[config.mk]
export PLATFORM = sky130hd
export DESIGN_NAME = dcache_coherence_agent
export DESIGN_NICKNAME = d
export VERILOG_FILES = /design/src/rtl/dcache_coherence_agent.sv
export SDC_FILE = /design/constraint.sdc
export NUM_CORES = 1
export LEC_CHECK = 0
export BUFFER_PORTS_ARGS = -buffer_cell sky130_fd_sc_hd__buf_2
export CAP_MARGIN = 20
export CORE_MARGIN = 4
export CORE_UTILIZATION = 40
export CTS_CLUSTER_DIAMETER = 80
export DETAILED_ROUTE_END_ITERATION = 8
export GPL_TIMING_DRIVEN = 0
export PLACE_DENSITY_LB_ADDON = 0.3
export SYNTH_ARGS = -nofsm -noshare
export SYNTH_HDL_FRONTEND = slang
export SYNTH_SLANG_ARGS = --single-unit
[constraint.sdc]
create_clock -name CLK -period 3.9 [get_ports CLK]
set_input_delay 0.195 -clock CLK [delete_from_list [all_inputs] [get_ports CLK]]
set_output_delay 0.195 -clock CLK [all_outputs]
set_load 0.03 [all_outputs]
[src/rtl/dcache_coherence_agent.sv]
// dcache_coherence_agent: per-core MSI agent issuing fills, writebacks and upgrades and answering bus snoops.
module dcache_coherence_agent (
  input  logic        CLK,
  input  logic        nRST,
  input  logic        req_valid,
  input  logic [1:0]  req_type,
  input  logic [31:0] req_addr,
  input  logic [31:0] wb_data0,
  input  logic [31:0] wb_data1,
  output logic        req_done,
  output logic [31:0] fill_data0,
  output logic [31:0] fill_data1,
  output logic        dREN,
  output logic        dWEN,
  output logic        ccwrite,
  output logic        cctrans,
  output logic [31:0] daddr,
  output logic [31:0] dstore,
  input  logic        dwait,
  input  logic        ccwait,
  input  logic        ccinv,
  input  logic [31:0] dload,
  input  logic [31:0] ccsnoopaddr,
  output logic [31:0] snp_addr,
  input  logic        snp_hit,
  input  logic [1:0]  snp_state,
  input  logic [31:0] snp_data0,
  input  logic [31:0] snp_data1,
  output logic        snp_set,
  output logic [1:0]  snp_newstate
);
  localparam logic [3:0] IDLE = 4'd0, FILL0 = 4'd1, FILL1 = 4'd2, WB0 = 4'd3, WB1 = 4'd4,
                         UPG = 4'd5, DONE = 4'd6, SNP_CHK = 4'd7, SNP_WB0 = 4'd8, SNP_WB1 = 4'd9;
  logic [3:0]  state, nstate;
  logic [31:0] blk, snp_blk, sd0, sd1;
  logic [1:0]  kind;
  logic        pend, set_q, snp_m, accept, yield;
  function automatic logic [3:0] first(input logic [1:0] k);
    return k == 2'd0 ? FILL0 : k == 2'd1 ? WB0 : UPG;
  endfunction
  assign snp_addr     = ccsnoopaddr & ~32'd7;
  assign snp_m        = snp_hit && snp_state == 2'd2;
  assign snp_newstate = 2'd0;
  assign accept       = state == IDLE && !ccwait && !pend && req_valid && req_type != 2'd3;
  assign yield        = (state == FILL0 || state == WB0 || state == UPG) && dwait && ccwait;
  assign req_done     = state == DONE;
  assign dREN         = state == FILL0 || state == FILL1;
  assign dWEN         = state == WB0 || state == WB1;
  assign ccwrite      = state == UPG;
  assign cctrans      = state == SNP_WB0 || state == SNP_WB1 || (state == SNP_CHK && snp_m);
  assign daddr  = (state == FILL0 || state == WB0 || state == UPG) ? blk :
                  (state == FILL1 || state == WB1) ? blk | 32'd4 :
                  state == SNP_CHK ? snp_addr :
                  state == SNP_WB0 ? snp_blk :
                  state == SNP_WB1 ? snp_blk | 32'd4 : '0;
  assign dstore = state == WB0 ? wb_data0 : state == WB1 ? wb_data1 :
                  state == SNP_WB0 ? sd0 : state == SNP_WB1 ? sd1 : '0;
  // set_q spaces invalidations so the tag lookup is re-evaluated after each write
  assign snp_set = (state == SNP_WB1 && !dwait) ||
                   (state == SNP_CHK && !snp_m && ccinv && snp_hit && !set_q);
  always_comb begin
    nstate = state;
    case (state)
      IDLE:    nstate = ccwait ? SNP_CHK : pend ? first(kind) : accept ? first(req_type) : IDLE;
      FILL0:   nstate = !dwait ? FILL1 : ccwait ? SNP_CHK : FILL0;
      FILL1:   nstate = !dwait ? DONE : FILL1;
      WB0:     nstate = !dwait ? WB1 : ccwait ? SNP_CHK : WB0;
      WB1:     nstate = !dwait ? DONE : WB1;
      UPG:     nstate = !dwait ? DONE : ccwait ? SNP_CHK : UPG;
      DONE:    nstate = IDLE;
      SNP_CHK: nstate = snp_m ? SNP_WB0 : (ccinv && snp_hit) ? SNP_CHK : !ccwait ? IDLE : SNP_CHK;
      SNP_WB0: nstate = !dwait ? SNP_WB1 : SNP_WB0;
      SNP_WB1: nstate = !dwait ? SNP_CHK : SNP_WB1;
      default: nstate = IDLE;
    endcase
  end
  always_ff @(posedge CLK or negedge nRST) begin
    if (!nRST) begin
      state      <= IDLE;
      blk        <= '0;
      kind       <= '0;
      pend       <= 1'b0;
      set_q      <= 1'b0;
      snp_blk    <= '0;
      sd0        <= '0;
      sd1        <= '0;
      fill_data0 <= '0;
      fill_data1 <= '0;
    end else begin
      state <= nstate;
      set_q <= snp_set;
      pend  <= yield ? 1'b1 : (state == IDLE && !ccwait) ? 1'b0 : pend;
      if (accept) begin
        blk  <= req_addr & ~32'd7;
        kind <= req_type;
      end
      if (state == FILL0 && !dwait) fill_data0 <= dload;
      if (state == FILL1 && !dwait) fill_data1 <= dload;
      if (state == SNP_CHK && snp_m) begin
        snp_blk <= snp_addr;
        sd0     <= snp_data0;
        sd1     <= snp_data1;
      end
    end
  end
endmodule

# [Word level (Yosys, flattened, before mapping)]
# Cells that the tools add are included.
[classes] shifts=0 n_mul=0 n_reduce_logical=33 addsub=0 n_bitwise=0 n_div=0 eq_ne=13 n_lt_le_gt_ge=0 muxes=32
[ops] cell="2-to-1 mux 32 bit" count=9
[ops] cell="2-to-1 mux 3 bit" count=14
[ops] cell="case mux 4 bit (9 select lines)" count=1
[ops] cell="== test 4 x 3 -> 1 bit (second input constant)" count=4
[ops] cell="logical AND 1 bit" count=16
[ops] cell="== test 4 x 2 -> 1 bit (second input constant)" count=2
[ops] cell="== test 4 bit (second input constant)" count=2
[ops] cell="logical OR 1 bit" count=8
[ops] cell="2-to-1 mux 4 bit" count=2
[ops] cell="2-to-1 mux 2 bit" count=3
[ops] cell="logical NOT 1 bit" count=5
[ops] cell="== test 2 x 1 -> 1 bit (second input constant)" count=2
[ops] cell="== test 4 x 1 -> 1 bit (second input constant)" count=1
[ops] cell="logical NOT 2 bit" count=2
[ops] cell="logical NOT 4 bit" count=1
[ops] cell="2-to-1 mux 1 bit" count=3
[ops] cell="== test 2 bit (second input constant)" count=1
[ops] cell="!= test 2 bit (second input constant)" count=1
[ops] cell="nonzero test 2 bit" count=1
[totals] ff_bits=194 mem_bits_rw=0 mem_bits_ro=0 latchBits=0 in_bits=235 wordCells=88 mem_count=0 output_inout_bits=168

# [Logic depth before layout (Yosys ltp)]
[depth] ltp_word=9 ltp_mapped=8 ltp_nobuf=4

# [Least setup slack after synthesis]
# Ideal clock, no wire load.
[synth_timing] path_kind="reg2reg" from="reg state[1]" to="reg set_q" setup_ns=0.215 required_ns=3.685 arrival_ns=2.012 period_less_slack_ns=2.226 slack_ns=1.674 path_stages_with_launch=8 path_buffers=3 path_cell_list="dfrtp_1 clkbuf_2 buf_2 nand2_1 nor2_1 buf_2 nand2_1 o32ai_1"
[synth_via] elab_chain_cells=6 elab_cells_between_ends=8 classes_between="eq/ne: 2; reduce/logical: 6"
[synth_rtl] item="start, declared" line="34" rtl="logic [3:0] state, nstate;"
[synth_rtl] item="start signal, assigned" line="90" rtl="state <= nstate;"
[synth_rtl] item="== test 4 x 3 -> 1 bit" line="60" rtl="(state == SNP_CHK && !snp_m && ccinv && snp_hit && !set_q);"
[synth_rtl] item="logical AND 1 bit (4 in a row)" line="60"
[synth_rtl] item="logical OR 1 bit (*)" line="59" rtl="assign snp_set = (state == SNP_WB1 && !dwait) ||"
[synth_rtl] item="via snp_set" line="29" rtl="output logic snp_set,"
[synth_rtl] item="end signal, assigned" line="91" rtl="set_q <= snp_set;"
[synth_rtl] item="end, declared" line="37" rtl="logic pend, set_q, snp_m, accept, yield;"
# Mark *: on every way through the listed nets, which the timed path passes. The rest lies on a longest branch.
# A chain may end at the register's enable or synchronous reset.

# [Final worst setup path]
[layout_timing] from="reg state[1]" to="out dstore[19]"
[layout_via] elab_chain_cells=5 elab_cells_between_ends=8 classes_between="eq/ne: 4; mux: 4"
[layout_rtl] item="== test 4 bit" line="57" rtl="state == SNP_WB0 ? sd0 : state == SNP_WB1 ? sd1 : '0;"
[layout_rtl] item="2-to-1 mux 32 bit (2 in a row)" line="57"
[layout_rtl] item="2-to-1 mux 32 bit" line="56" rtl="assign dstore = state == WB0 ? wb_data0 : state == WB1 ? wb_data1 :"
[layout_rtl] item="2-to-1 mux 32 bit (*)" line="56"
[layout_rtl] item="end, declared" line="18" rtl="output logic [31:0] dstore,"
# Every way passes the cells marked *; elsewhere a longest branch is shown, timed or not.

==> flow_metrics.py <==
metrics = {
    "cts": {
        "clock-root-buffer": "clkbuf_16",
        "cts_hold_buf": 116,
        "cts.repair.resized": 0,
        "cts_sinks": 194,
        "cts_buffers": 17,
        "clk_latency_ns": 0.43,
        "clk_path_buf_depth": 2,
        "clk_pin_slew_ns": 0.07,
        "h-tree-depth": 4,
        "cts_setup_buffers": 0,
        "cts_tree": "done",
    },
    "sta": {
        "fin_hold_ws_ns": 0.0255,
        "worstMarginPinSlew_ns": 0.824,
        "clock.fmax_ghz": 0.352,
        "setup_viol": 0,
        "clock_skew_ns": 0.0184,
        "tns_ns": 0,
        "rsz0062_at_grt": "no",
        "maxSlewViolCount": 0,
        "period_needed_ns": 2.84,
        "post-route-period-util_pct": 72.9,
        "finalHoldViolCount": 0,
        "slew_headroom_pct": 45.1,
    },
    "place": {
        "hpwl_mm": 20.2,
        "port_buffers": 388,
        "gp_congestion": 0.835,
    },
    "setup_path": {
        "setup.worst_path.end_class": "output pin",
        "worstSetupPathType": "reg2out",
        "crit_arrival_ns": 2.65,
        "cp-start-kind": "flop",
        "crit_fanout": 10,
        "required_ns": 3.70,
    },
    "synthesis": {
        "ys_warn_count": 0,
        "synth.avg_cell_area_um2": 13.1,
        "syn_inst": 696,
        "synth_ff_type": "dfrtp_1",
        "synth_cell_types": 46,
        "synth_edf_count": 0,
        "yosysSeqAreaShare_pct": 53.4,
        "synth_area_um2": 9090,
        "synthArstFlopShare_pct": 100,
        "ys_seq_elements": 194,
    },
    "floorplanning": {
        "rows": 54,
        "dieArea_um2": 25200,
        "ios": 403,
        "fp.dieW_um": 159,
        "fp.dieH_um": 159,
        "start_util_pct": 41.2,
        "fp.coreArea_um2": 22100,
    },
    "global_route": {
        "grt_pass1_wl_mm": 45.1,
        "met3_usage_pct": 6.97,
        "antenna_found_initial": 0,
        "grt_max_degree": 109,
        "overflow": 0,
        "grt_pass1_vias": 8455,
        "grt_usage_pct": 22.0,
        "busiest_layer": "met2",
        "gr-usage-met1_pct": 25.3,
        "grtUsageMet2_pct": 39.1,
    },
    "hold_path": {
        "hp-class": "in2reg",
    },
    "drt": {
        "drt-pass1-iter-count": 8,
        "ant_nets": 0,
        "post_drt_wl_per_cell_um": 18.5,
        "wl_mm": 28.2,
        "drt_iter0_drc": 398,
        "viasPerCell": 5.10,
        "route.detailed.drc": 0,
        "vias": 7746,
    },
    "finish": {
        "final_cell_mix": "buf_2, dfrtp_1, mux2_2",
        "diodes": 0,
        "drive_above_1_share_pct": 56.6,
        "area_growth_pct": 45.3,
        "final_common_cell": "buf_2",
        "nets": 1462,
    },
    "pwr": {
        "p_leak_nw": 6.68,
        "total_power_mw": 10.1,
        "power_density_nw_per_um2": 767,
        "irDropWorstVdd_v": 0.000490,
    },
    "flow_run": {
        "max-cap-violations": 0,
    },
    "run_status": {
        "outcome": "finished clean",
    },
}
final timing paths:
kind / depth (start not counted) / start / to / slack [ns]
max in group asynchronous: 3 / nRST / sd0[12] / 2.57
worst max-delay path: 7 / state[1] / dstore[19] / 1.06
worst min register to register: 1 / set_q / set_q / 0.50
worst min-delay path: 2 / snp_data0[10] / sd0[10] / 0.03
worst max register to register: 6 / state[0] / sd0[24] / 1.71
min in group asynchronous: 2 / nRST / fill_data0[3] / 0.40
cell families after synthesis:
| logic type | count (synthesis) | share of synthesized area [%] |
|---|---|---|
| AO/OA/AOI/OAI | 150 | 12.9 |
| XOR/XNOR | 1 | 0.0963 |
| buffers and inverters | 122 | 7.58 |
| flip-flops | 194 | 53.4 |
| multiplexers | 188 | 23.3 |
| other | 1 | 0.0412 |
| AND/OR/NAND/NOR | 40 | 2.77 |
synthesized netlist by cell type, drive strengths merged (2+ instances only):
master / number / area share [%]
a21o: 4 / 0.33
nor2: 9 / 0.37
o32ai: 2 / 0.19
a21oi: 38 / 3.3
nor4: 2 / 0.30
mux2: 187 / 23
inv: 34 / 1.4
a22oi: 32 / 2.6
a21boi: 2 / 0.17
a222oi: 29 / 3.2
nand3b: 3 / 0.25
dfrtp: 194 / 53
clkbuf: 18 / 0.76
nand2: 7 / 0.29
o22ai: 33 / 2.3
and2: 2 / 0.14
o21ai: 4 / 0.22
nand3: 2 / 0.17
nand2b: 4 / 0.28
buf: 70 / 5.4
nor2b: 2 / 0.14
report_power, final:
| part | internal, mW | switching (mW) | total [mW] |
|---|---|---|---|
| clock | 0.864 | 0.871 | 1.74 |
| sequential | 2.88 | 0.443 | 3.32 |
| combinational | 1.91 | 3.17 | 5.07 |
per-stage QoR:
step	instance area (µm²)	utilization [%]	cells	setup slack (ns)
floorplan	9120	-	702	1.67
global placement	11400	51.6	1370	-0.658
detailed placement	11400	51.8	1371	1.45
CTS	13200	59.7	1519	0.980
global route	13200	59.8	1520	0.825
finish	13200	59.8	1520	1.06
final cells by class:
type	instances	area, µm²
fillers	1841	8880
flip-flops and latches	194	4850
multi-input cells	386	3570
repair buffers	506	3150
plain buffers	88	562
clock buffers	18	429
well taps	280	350
clock inverters	14	164
inverters	34	128
routing by layer:
metal / vias up / share of wire, % / routed length (µm)
li1: 3595 / - / -
met5: - / 0 / 0
met3: 44 / 7.3 / 2070
met1: 3811 / 39 / 10900
met4: 0 / 2.2 / 634
met2: 296 / 52 / 14600
state kept, by name, indices dropped and copies added, names as in the netlist:
name        flops
snp_blk        29
set_q           1
kind            2
state           4
fill_data1     32
sd1            32
pend            1
blk            29
sd0            32
fill_data0     32
critical path, stage by stage, from the launching register on:
cell      delay, ns
dfrtp_1        0.36
clkbuf_2       0.17
buf_2          0.21
nor3_2         0.41
clkbuf_1       0.47
a22oi_1        0.23
a21oi_2        0.17
buf_2          0.20
No activity file was read; power rests on OpenSTA's default activity.
